[src/rtl/mem_wb_stage.sv]
// MEM/WB pipeline register: captures the writeback slot, drives the register-file
// write port, keeps a sticky halt flag and a saturating retired-instruction count.
module mem_wb_stage #(
    parameter int RETIRE_W = 32
) (
    input  logic                CLK,
    input  logic                nRST,
    input  logic                mem_valid,
    input  logic                mem_regwrite,
    input  logic [4:0]          mem_wsel,
    input  logic [1:0]          mem_wbsrc,
    input  logic [31:0]         mem_aluout,
    input  logic [31:0]         mem_dload,
    input  logic [31:0]         mem_npc,
    input  logic [15:0]         mem_imm16,
    input  logic                mem_halt,
    input  logic                wb_en,
    input  logic                wb_flush,
    output logic                rf_WEN,
    output logic [4:0]          rf_wsel,
    output logic [31:0]         rf_wdat,
    output logic                halt,
    output logic [RETIRE_W-1:0] retired_cnt
);

    typedef enum logic [1:0] {
        SRC_ALU  = 2'd0,
        SRC_LOAD = 2'd1,
        SRC_NPC  = 2'd2,
        SRC_LUI  = 2'd3
    } wbsrc_e;

    localparam logic [RETIRE_W-1:0] CNT_ONE = {{(RETIRE_W-1){1'b0}}, 1'b1};
    localparam logic [RETIRE_W-1:0] CNT_MAX = '1;

    logic        valid_q;
    logic        regwrite_q;
    logic        halt_bit_q;
    logic [31:0] wdat_sel;

    // NOTE: default assignment first so every path drives wdat_sel and no latch is inferred.
    always_comb begin
        wdat_sel = mem_aluout;
        case (wbsrc_e'(mem_wbsrc))
            SRC_ALU:  wdat_sel = mem_aluout;
            SRC_LOAD: wdat_sel = mem_dload;
            SRC_NPC:  wdat_sel = mem_npc;
            SRC_LUI:  wdat_sel = {mem_imm16, 16'h0000};
            default:  wdat_sel = mem_aluout;
        endcase
    end

    // NOTE: sequential state uses non-blocking assignments so all flops update together.
    always_ff @(posedge CLK) begin
        if (!nRST) begin
            valid_q     <= 1'b0;
            regwrite_q  <= 1'b0;
            halt_bit_q  <= 1'b0;
            rf_wsel     <= '0;
            rf_wdat     <= '0;
            halt        <= 1'b0;
            retired_cnt <= '0;
        end else if (halt) begin
            // Halted: the slot is dead until reset; payload and count are frozen.
            valid_q <= 1'b0;
        end else if (wb_flush) begin
            valid_q <= 1'b0;
        end else if (wb_en) begin
            valid_q    <= mem_valid;
            regwrite_q <= mem_regwrite;
            halt_bit_q <= mem_halt;
            rf_wsel    <= mem_wsel;
            rf_wdat    <= wdat_sel;
            if (mem_valid && retired_cnt != CNT_MAX)
                retired_cnt <= retired_cnt + CNT_ONE;
            if (mem_valid && mem_halt)
                halt <= 1'b1;
        end
    end

    // Decoded purely from latched state, so no input reaches the write enable combinationally.
    assign rf_WEN = valid_q & regwrite_q & (rf_wsel != 5'd0) & ~halt_bit_q;

endmodule

[config.mk]
export PLATFORM = sky130hd
export DESIGN_NAME = mem_wb_stage
export DESIGN_NICKNAME = d
export VERILOG_FILES = /design/src/rtl/mem_wb_stage.sv
export SDC_FILE = /design/constraint.sdc
export NUM_CORES = 1
export LEC_CHECK = 0
export BUFFER_PORTS_ARGS = -buffer_cell sky130_fd_sc_hd__buf_4
export CELL_PAD_IN_SITES_DETAIL_PLACEMENT = 1
export CELL_PAD_IN_SITES_GLOBAL_PLACEMENT = 2
export CORE_UTILIZATION = 25
export CTS_BUF_LIST = sky130_fd_sc_hd__clkbuf_2
export CTS_CLUSTER_DIAMETER = 100
export DETAILED_ROUTE_END_ITERATION = 10
export GPL_TIMING_DRIVEN = 0
export PLACE_DENSITY_LB_ADDON = 0.2
export SYNTH_ARGS = -nofsm -noshare
export SYNTH_HDL_FRONTEND = slang
export SYNTH_SLANG_ARGS = --single-unit
[constraint.sdc]
create_clock -name CLK -period 2.13 [get_ports CLK]
set_input_delay 0.426 -clock CLK [delete_from_list [all_inputs] [get_ports CLK]]
set_output_delay 0.426 -clock CLK [all_outputs]
set_load 0.05 [all_outputs]
==> metrics <==
Tcrit/Tclk final=103.4%; maximum VDD drop=0.1684 mV; Avg WL per Cell=17.71 um; Final ANT Viol Nets=0; clock skew=0.03590 ns; final wirelength=15.14 mm; Core Box Area=0.01475 sq mm; Post-Syn Area=0.003831 sq mm; FF-to-FF End=retired_cnt[19]; Iter 0 DRT Violations=106; full die area=0.01582 sq mm; syn_nets=580; largest net degree at the start of global routing=12; H-tree Lvls=3; WS Path Type=flip-flop to output pin; Hold WC Path Type=input port to flip-flop; Max Cap Viol=0; Worst Path Required=1.70 ns; family with the most delay on the worst path=simple AND/OR/NAND/NOR gates; post-synthesis cell count=453; DP Wirelength=12.24 mm; WP buf/inv=1; fin crit period=2.202 ns; sequential area share after synthesis=38.15%; worst hold path depth=3; critical path arrival=1.78 ns; clock buffer depth=2; layout cells sized above 1=40.75%; gr usage total=19.54%; Nets=792; worst reg-to-reg setup slack=0.09 ns; final setup margin=-0.07221 ns; Worst-path clk slew=0.21 ns; initial antenna violation count=1; Layout fillers=1766; die height=125.8 um; hold wc startpoint=mem_wsel[1]; Residual DRC=0; crit path max fanout=2; Critical Path Stages=4; Setup violations, final=1; static leakage=2.378 nW; status=finished, violations left; Synth warnings=0; Hold EP=rf_wsel[1]; failing checks=setup timing; Clk Latency, worst-skew pair=0.57 ns; I/O pin cnt=197; crit path cell chain=or4_4 -> nor2_4 -> nor3_2 -> buf_6; cells on worst reg2reg path=7; Critical Path Max Stage Delay=0.55 ns; GPL Wtd Cong=0.7835; GRT overflow=0; CTS tree=yes; flops & latches, synth=73; final instance area=0.005808 sq mm; max-slew violations=0; r2r startpoint=retired_cnt[27]; fmax=454.1 MHz; Initial Util=25.97%; pwr/cell area=486.1 mW/mm^2; CTS Root Cell=clkbuf_2; 1st-pass router iterations=4; global-route wire length before repair=23.92 mm; Synth cell types=38; Die W=125.8 um; area grow syn2layout=51.60%; critical path's slowest cell=or4_4; Critical Path Source Type=flip-flop; CTS sink count=73; Slew @ Worst Pin=0.6982 ns; Rel. slew slack=53.45%; Final Hold Viols=0; Area after DPL=0.005532 sq mm; Port Buffer Count=194; CP endpoint kind=output pin; Syn Area/Cell=8.457 sq um; Design Power=0.002824 W; RSZ-0062 raised after global routing=true; vias in the first global route=4569; total CTS buffers=9; Vias=4320; row count=44; Min Hold Slack=0.06173 ns; via density per instance=5.053
[layout by cell type (no fill, tap or decap), types with 8 or more instances in the layout]
| cell | synthesis | layout |
|---|---|---|
| nor2_1 | 50 | 48 |
| or4_1 | 12 | 11 |
| dfxtp_1 | 73 | 59 |
| buf_4 | 1 | 201 |
| or3_1 | 9 | 8 |
| o21ai_0 | 9 | 9 |
| mux4_2 | 16 | 16 |
| clkbuf_2 | 0 | 13 |
| clkbuf_1 | 22 | 21 |
| mux2i_1 | 21 | 21 |
| nand4_1 | 14 | 14 |
| o31ai_1 | 12 | 11 |
| nand2_1 | 67 | 67 |
| dfxtp_2 | 0 | 12 |
| a21oi_1 | 41 | 41 |
| a211oi_1 | 16 | 16 |
| nor3_1 | 21 | 19 |
[synthesized netlist by cell type]
cell | count | area [sq um]
nand2b_1 | 3 | 18.77
nand4bb_1 | 1 | 11.26
nand2_1 | 67 | 251.5
buf_1 | 5 | 18.77
nor2_1 | 50 | 187.7
mux4_2 | 16 | 360.4
mux2i_1 | 21 | 210.2
inv_1 | 3 | 11.26
or2_1 | 2 | 12.51
buf_4 | 1 | 7.510
o211ai_1 | 1 | 7.510
nand4_2 | 1 | 12.51
dfxtp_1 | 73 | 1461
o21ai_0 | 9 | 45.04
nor4bb_1 | 1 | 10.01
nor4_1 | 10 | 62.56
and2_1 | 3 | 18.77
a211oi_1 | 16 | 120.1
xnor2_1 | 5 | 43.79
xor2_1 | 3 | 26.28
nand4_1 | 14 | 87.58
and4_1 | 2 | 17.52
or4_1 | 12 | 90.09
o31ai_1 | 12 | 90.09
a31oi_1 | 1 | 6.260
or3_1 | 9 | 56.30
nand3_1 | 11 | 55.05
and3_1 | 3 | 18.77
clkbuf_1 | 22 | 82.58
buf_2 | 5 | 25.02
o2111ai_1 | 2 | 17.52
buf_6 | 1 | 11.26
nor3_1 | 21 | 105.1
nor4_2 | 3 | 37.54
a41oi_1 | 1 | 8.760
ha_1 | 1 | 12.51
nor2b_1 | 1 | 6.260
a21oi_1 | 41 | 205.2
[final cells by class]
type,count,area [sq um],share of cell area (%)
sequential,73,1484,25.55
clock buffer,12,60.06,1.034
antenna,1,2.502,0.04308
clock inverter,4,20.02,0.3447
multi-input combinational,343,2336,40.22
buffer,34,151.4,2.607
inverter,3,11.26,0.1939
timing repair buffer,201,1513,26.04
tap,184,230.2,3.964
[report_power, final]
group / internal, W / leakage, nW / switching (W)
registers: 0.00141 / 0.601 / 0.0000291
logic: 0.000322 / 1.72 / 0.000381
clock network: 0.000159 / 0.0570 / 0.000520
[how the worst max path moves through the flow]
stage	startpoint	endpoint
3_5_place_dp	mem_wbsrc[0]	rf_wdat[1]
5_1_grt	rf_wsel[1]	rf_WEN
6_report	rf_wsel[0]	rf_WEN
2_1_floorplan	retired_cnt[1]	retired_cnt[2]
3_3_place_gp	wb_flush	retired_cnt[20]
4_1_cts	rf_wsel[0]	rf_WEN
[logic make-up (layout without fill, tap and decap cells)]
group | Yosys count | in the layout | synth area share (%)
AND/OR/NAND/NOR | 214 | 214 | 27.66
AO/OA/AOI/OAI | 83 | 83 | 13.06
flip-flops | 73 | 73 | 38.14
multiplexers | 37 | 37 | 14.89
buffers and inverters | 37 | 254 | 4.082
XOR/XNOR | 8 | 8 | 1.829
adder cells (fa/ha/maj) | 1 | 1 | 0.3265
other | 0 | 1 | 0
[what timing repair did]
action / 4_1_cts / 5_1_grt
pin swaps: 1 / 2
gates cloned: 0 / 1
buffers inserted: 2 / 3
setup endpoints to repair: 23 / 24
hold buffers: 1 / 0
gates resized for setup: 12 / 25
hold endpoints to repair: 1 / 0
[layer usage]
layer / vias up / share of wire [%] / global-route usage, %
met5: - / 0 / 0
met4: 0 / 1.8 / 7.725
met3: 19 / 7.4 / 6.160
met2: 139 / 52 / 35.29
met1: 2074 / 39 / 21.21
li1: 2088 / - / -
[state kept, by name, indices dropped and copies added (netlist names)]
signal,flops
regwrite_q,1
rf_wdat,32
halt_bit_q,1
valid_q,1
rf_wsel,5
retired_cnt,32
halt,1
[worst register-to-register path, stage by stage (launching register included)]
cell     delay (ns)
dfxtp_1        0.44
nand4_1        0.18
or2_1          0.37
nor4_4         0.36
buf_4          0.21
buf_6          0.16
o31ai_1        0.10
a21oi_1        0.13
[stage by stage]
step | util, % | worst slack (ns) | instances | TNS (ns)
final | 39.37 | -0.07221 | 855 | -0.07221
after global routing | 39.37 | -0.1527 | 855 | -0.2883
after CTS | 38.49 | -0.1515 | 850 | -0.1515
after detailed placement | 37.49 | -0.1415 | 831 | -1.421
after global placement | 37.49 | -0.08203 | 831 | -0.4552
after floorplan | - | 0.005177 | 453 | 0
(Power assumes the default switching activity.)
